==> config.mk <==
export PLATFORM = sky130hd
export DESIGN_NAME = alu_issue_unit
export DESIGN_NICKNAME = d
export VERILOG_FILES = /design/src/rtl/alu_pkg.sv /design/src/rtl/alu_operand_regs.sv /design/src/rtl/alu_issue_unit.sv
export SDC_FILE = /design/constraint.sdc
export NUM_CORES = 1
export LEC_CHECK = 0
export ABC_CLOCK_PERIOD_IN_PS = 1400
export CORE_MARGIN = 4
export CORE_UTILIZATION = 40
export CTS_CLUSTER_SIZE = 30
export DETAILED_ROUTE_END_ITERATION = 7
export PLACE_DENSITY = 0.83
export SYNTH_ARGS = -nofsm -noshare
export SYNTH_HDL_FRONTEND = slang
export SYNTH_SLANG_ARGS = --single-unit
==> constraint.sdc <==
create_clock -name CLK -period 1.4 [get_ports CLK]
set_input_delay 0.42 -clock CLK [delete_from_list [all_inputs] [get_ports CLK]]
set_output_delay 0.42 -clock CLK [all_outputs]
set_load 0.01 [all_outputs]
==> src/rtl/alu_pkg.sv <==
// Shared definitions for the 8-bit ALU and its issue stage.
// Holds the opcode map (also used by the ALU itself), the reserved
// opcode range, the data width and the issue FSM state encoding.
package alu_pkg;

  localparam int unsigned ALU_DW = 8;

  localparam logic [3:0] ALU_ADD    = 4'h0;
  localparam logic [3:0] ALU_SUB    = 4'h1;
  localparam logic [3:0] ALU_MUL    = 4'h2;
  localparam logic [3:0] ALU_SHL    = 4'h3;
  localparam logic [3:0] ALU_SHR    = 4'h4;
  localparam logic [3:0] ALU_INC_A  = 4'h5;
  localparam logic [3:0] ALU_INC_B  = 4'h6;
  localparam logic [3:0] ALU_DEC_A  = 4'h7;
  localparam logic [3:0] ALU_DEC_B  = 4'h8;
  localparam logic [3:0] ALU_EQ     = 4'h9;
  localparam logic [3:0] ALU_GT     = 4'hA;
  localparam logic [3:0] ALU_LT     = 4'hB;
  localparam logic [3:0] ALU_RSV_LO = 4'hC;
  localparam logic [3:0] ALU_RSV_HI = 4'hE;
  localparam logic [3:0] ALU_NOP    = 4'hF;

  typedef enum logic {
    ST_IDLE,
    ST_EXEC
  } issue_state_t;

  // True for opcodes that really go through the ALU (not reserved, not NOP).
  function automatic logic is_alu_op(input logic [3:0] op);
    return op < ALU_RSV_LO;
  endfunction

endpackage

==> src/rtl/alu_operand_regs.sv <==
// A/B operand register pair.
//   CLK, RESET   : clock, synchronous active-high reset (both regs -> 0)
//   WR_EN        : write strobe
//   WR_SEL       : 0 = write A, 1 = write B
//   WR_DATA      : value written
//   REG_A, REG_B : current register contents
module alu_operand_regs
  import alu_pkg::*;
(
  input  logic              CLK,
  input  logic              RESET,
  input  logic              WR_EN,
  input  logic              WR_SEL,
  input  logic [ALU_DW-1:0] WR_DATA,
  output logic [ALU_DW-1:0] REG_A,
  output logic [ALU_DW-1:0] REG_B
);

  always_ff @(posedge CLK) begin
    if (RESET) begin
      REG_A <= '0;
      REG_B <= '0;
    end else if (WR_EN) begin
      if (WR_SEL) REG_B <= WR_DATA;
      else        REG_A <= WR_DATA;
    end
  end

endmodule

==> src/rtl/alu_issue_unit.sv <==
// Operand-holding issue stage in front of the 8-bit ALU.
// Accepts load / ALU commands over a valid/ready handshake, drives the
// ALU inputs for issued operations, waits ALU_LATENCY edges and writes
// the ALU result back into A or B.
//   CLK, RESET          : clock, synchronous active-high reset
//   CMD_VALID/CMD_READY : command handshake
//   CMD_LOAD/OP/DST/IMM : command fields
//   ALU_IN_A/B, ALU_OP_CODE, ALU_OUT : ALU connection
//   REG_A, REG_B        : operand registers
//   RESULT              : last captured ALU result
//   DONE                : one-cycle completion pulse
module alu_issue_unit
  import alu_pkg::*;
#(
  parameter int unsigned ALU_LATENCY = 1
) (
  input  logic              CLK,
  input  logic              RESET,
  input  logic              CMD_VALID,
  output logic              CMD_READY,
  input  logic              CMD_LOAD,
  input  logic [3:0]        CMD_OP,
  input  logic              CMD_DST,
  input  logic [ALU_DW-1:0] CMD_IMM,
  output logic [ALU_DW-1:0] ALU_IN_A,
  output logic [ALU_DW-1:0] ALU_IN_B,
  output logic [3:0]        ALU_OP_CODE,
  input  logic [ALU_DW-1:0] ALU_OUT,
  output logic [ALU_DW-1:0] REG_A,
  output logic [ALU_DW-1:0] REG_B,
  output logic [ALU_DW-1:0] RESULT,
  output logic              DONE
);

  localparam int unsigned CW = (ALU_LATENCY < 1) ? 1 : $clog2(ALU_LATENCY + 1);

  issue_state_t      state_q, state_n;
  logic [CW-1:0]     cnt_q;
  logic              dst_q;
  logic              issue, capture, done_n;
  logic              wr_en, wr_sel;
  logic [ALU_DW-1:0] wr_data;

  always_ff @(posedge CLK) begin
    if (RESET) state_q <= ST_IDLE;
    else       state_q <= state_n;
  end

  always_comb begin
    state_n   = state_q;
    CMD_READY = 1'b0;
    issue     = 1'b0;
    capture   = 1'b0;
    done_n    = 1'b0;
    wr_en     = 1'b0;
    wr_sel    = CMD_DST;
    wr_data   = CMD_IMM;
    case (state_q)
      ST_IDLE: begin
        CMD_READY = 1'b1;
        if (CMD_VALID) begin
          if (CMD_LOAD) begin
            wr_en  = 1'b1;
            done_n = 1'b1;
          end else if (is_alu_op(CMD_OP)) begin
            issue   = 1'b1;
            state_n = ST_EXEC;
          end else begin
            done_n = 1'b1;
          end
        end
      end
      ST_EXEC: begin
        if (cnt_q == '0) begin
          capture = 1'b1;
          wr_en   = 1'b1;
          wr_sel  = dst_q;
          wr_data = ALU_OUT;
          done_n  = 1'b1;
          state_n = ST_IDLE;
        end
      end
      default: state_n = ST_IDLE;
    endcase
  end

  always_ff @(posedge CLK) begin
    if (RESET) begin
      cnt_q       <= '0;
      dst_q       <= 1'b0;
      ALU_IN_A    <= '0;
      ALU_IN_B    <= '0;
      ALU_OP_CODE <= ALU_NOP;
      RESULT      <= '0;
      DONE        <= 1'b0;
    end else begin
      DONE <= done_n;
      if (issue) begin
        ALU_IN_A    <= REG_A;
        ALU_IN_B    <= REG_B;
        ALU_OP_CODE <= CMD_OP;
        dst_q       <= CMD_DST;
        cnt_q       <= CW'(ALU_LATENCY);
      end else if (capture) begin
        RESULT      <= ALU_OUT;
        ALU_OP_CODE <= ALU_NOP;
      end else if (state_q == ST_EXEC) begin
        cnt_q <= cnt_q - CW'(1);
      end
    end
  end

  alu_operand_regs u_regs (
    .CLK     (CLK),
    .RESET   (RESET),
    .WR_EN   (wr_en),
    .WR_SEL  (wr_sel),
    .WR_DATA (wr_data),
    .REG_A   (REG_A),
    .REG_B   (REG_B)
  );

endmodule

==> run metrics <==
CTS tree done; nets between 300 and 400; Area after DPL 2940 um^2; worst path bufs/invs 3; Netlist Area Pre-Place 1960 um^2; clock-pin slew of the registers on the worst-case setup and hold paths ~80 ps; Final Hold Viols 0; layout cell share with drive strength beyond 1 0.256; Crit path top cell by count buf_4; largest net degree at the start of global routing 25; Post-DRT Antenna Nets 0; DR vias/cell a little over 5; antenna violations before repair 0; number of antenna diodes 0; Critical Path End Type register; Min Hold Slack 455 ps; final period utilization 0.970; Yosys cell types 26; P per Cell Area roughly 970 nW/um^2; Setup Crit Path Kind reg -> reg; WP data required 1600 ps; syn avg cell area 9.01 um^2; Min-Delay Path Class reg -> reg; CTS buffer count 5; Max VDD drop 418 uV; DIE AREA 6070 um^2; routability congestion estimate 0.834; Slew Limit Fails 0; # DRC 0; Avg WL per Cell 14.7 um; Least-Margin Pin Slew between 200 and 300 ps; fin area 3090 um^2; crit path launch type register; H-tree depth 2; DIE WIDTH 77.9 um; worst skew pair latency ~300 ps; detailed-route via count 1981; All-Layer GR Usage 0.183; relative max-transition margin 0.795; row count 25; synth-to-layout area growth 57.8%; RSZ-0062 raised after global routing yes; outcome finished clean; Post-Route WL between 5 and 6 mm; Post-Syn Nets 242; initial core utilization 0.414; die height 77.9 um; Iter 0 DRT Violations 75; max_cap viols 0; CP top delay family buffers and inverters; Yosys warning total 0; Root Driver clkbuf_8; Worst path max stage delay about 370 ps; Core Area 4720 um^2; global-route wire length before repair 8.75 mm; number of global-route vias before repair 1910; static leakage 1.36 nW; Syn Inst Count 217; First-pass DRT Iterations 4; Slowest-stage cell, CP dfxtp_4; critical path, cell by cell buf_4 -> buf_4 -> nor2b_2 -> buf_4 -> a211oi_1 -> o21bai_1; FF+latch count, synth 48; post-route minimum period 1360 ps; io pins 71; PortBufs 70; clk sink count 48; FMAX between 0.7 and 0.8 GHz; Crit path arrival time 1560 ps; sequential-to-total area share from yosys stat 0.491; total grt overflow 0; critical path peak fanout 5; dpl hpwl around 4.0 mm; CTS Buffer Depth 2; Clock Skew 4.61 ps; final setup vio count 0
-- stage by stage --
stage                     TNS (ps)  setup slack (ps)  utilization  instances  total power (W)
final                            0              41.9        0.653        384          0.00300
after floorplan                  0              21.5            -        217          0.00173
after global placement      -16040              -464        0.623        373          0.00204
after CTS                        0              2.43        0.643        382          0.00299
after global routing         -39.2             -22.0        0.653        384          0.00312
after detailed placement    -16960              -492        0.623        373          0.00205
-- placed cells by master, fill, tap and decap left out, drive strengths merged --
master	synthesis	final
a211oi	20	20
a21o	1	1
a21oi	29	29
and3b	1	1
and4b	1	1
buf	8	46
bufinv	0	1
clkbuf	14	9
clkdlybuf4s15	0	1
clkdlybuf4s50	0	20
clkinv	0	1
dfxtp	48	48
dlygate4sd2	0	44
inv	1	1
mux2i	8	8
nand2	19	19
nand2b	2	2
nand3	17	17
nor2	1	1
nor2b	2	2
nor3	20	20
nor3b	1	1
nor4bb	1	1
o21ai	17	17
o21bai	4	4
or2	2	2
-- path summary, 6_finish.rpt --
path / startpoint / endpoint / slack (ps) / cells after the start
max: state_q / ALU_OP_CODE[2] / 40 / 6
min reg2reg: RESULT[0] / RESULT[0] / 450 / 2
max reg2reg: state_q / ALU_OP_CODE[2] / 40 / 6
min: RESULT[0] / RESULT[0] / 450 / 2
-- cells in the mapped netlist --
library cell  number  share of area
inv_1              1         0.0019
or2_1              1         0.0032
nor3b_2            1         0.0064
buf_4              3          0.012
mux2i_1            8          0.041
clkbuf_2           1         0.0026
o21ai_0           17          0.044
a211oi_2           8          0.051
a21o_1             1         0.0038
nor2b_1            2         0.0064
a21oi_1           29          0.074
o21bai_1           4          0.015
a211oi_1          12          0.046
nand2b_1           2         0.0064
dfxtp_1           48           0.49
and4b_1            1         0.0051
nor4bb_1           1         0.0051
nand3_1           17          0.044
nand2_1           19          0.036
or2_2              1         0.0032
and3b_1            1         0.0045
nor2_1             1         0.0019
buf_6              2          0.012
clkbuf_1          13          0.025
nor3_1            20          0.051
buf_2              3         0.0077
-- power by group --
part	internal, W	switching (W)	total, W
Combinational	0.000286	0.000265	0.000551
Sequential	0.00142	0.0000375	0.00146
Clock	0.000530	0.000455	0.000985
Total	0.00224	0.000757	0.00300
-- worst reg2reg max path, delay by kind of cell, from the launching register on --
| kind | cells | cell delay [ps] |
|---|---|---|
| AO/OA/AOI/OAI | 2 | 290 |
| buffers and inverters | 3 | 440 |
| flip-flops | 1 | 370 |
| AND/OR/NAND/NOR | 1 | 160 |
-- area by class of cell --
cell class	count	area [um^2]
fillers	398	1640
repair buffers	114	977
flip-flops and latches	48	967
multi-input cells	146	946
well taps	67	83.8
clock buffers	6	72.6
clock inverters	2	35.0
inverters	1	3.75
-- metal layers --
metal,track usage,share of wire,vias to the layer above
li1,-,-,973
met1,0.198,0.40,926
met2,0.318,0.51,68
met3,0.0615,0.061,14
met4,0.0874,0.025,0
met5,0,0,-
-- flip-flops by register name, summed over array words and instances (netlist names) --
signal / count
ALU_IN_A: 8
ALU_IN_B: 8
RESULT: 8
u_regs.REG_A: 8
u_regs.REG_B: 8
ALU_OP_CODE: 4
DONE: 1
cnt_q: 1
dst_q: 1
state_q: 1
-- timing repair --
item | CTS | global route
buffers inserted | 0 | 1
pin swaps | 2 | 2
resized for setup | 64 | 19
hold buffers | 0 | 0
endpoints found under the setup margin | 86 | 37
cloned | 1 | 1
-- cell families (layout without fill, tap and decap cells) --
kind of cell           count (synthesis)  after routing  synth area share
multiplexers                           8              8            0.0409
buffers and inverters                 23            123            0.0601
flip-flops                            48             48             0.491
AO/OA/AOI/OAI                         71             71             0.234
AND/OR/NAND/NOR                       67             67             0.173
(Power assumes the default switching activity.)
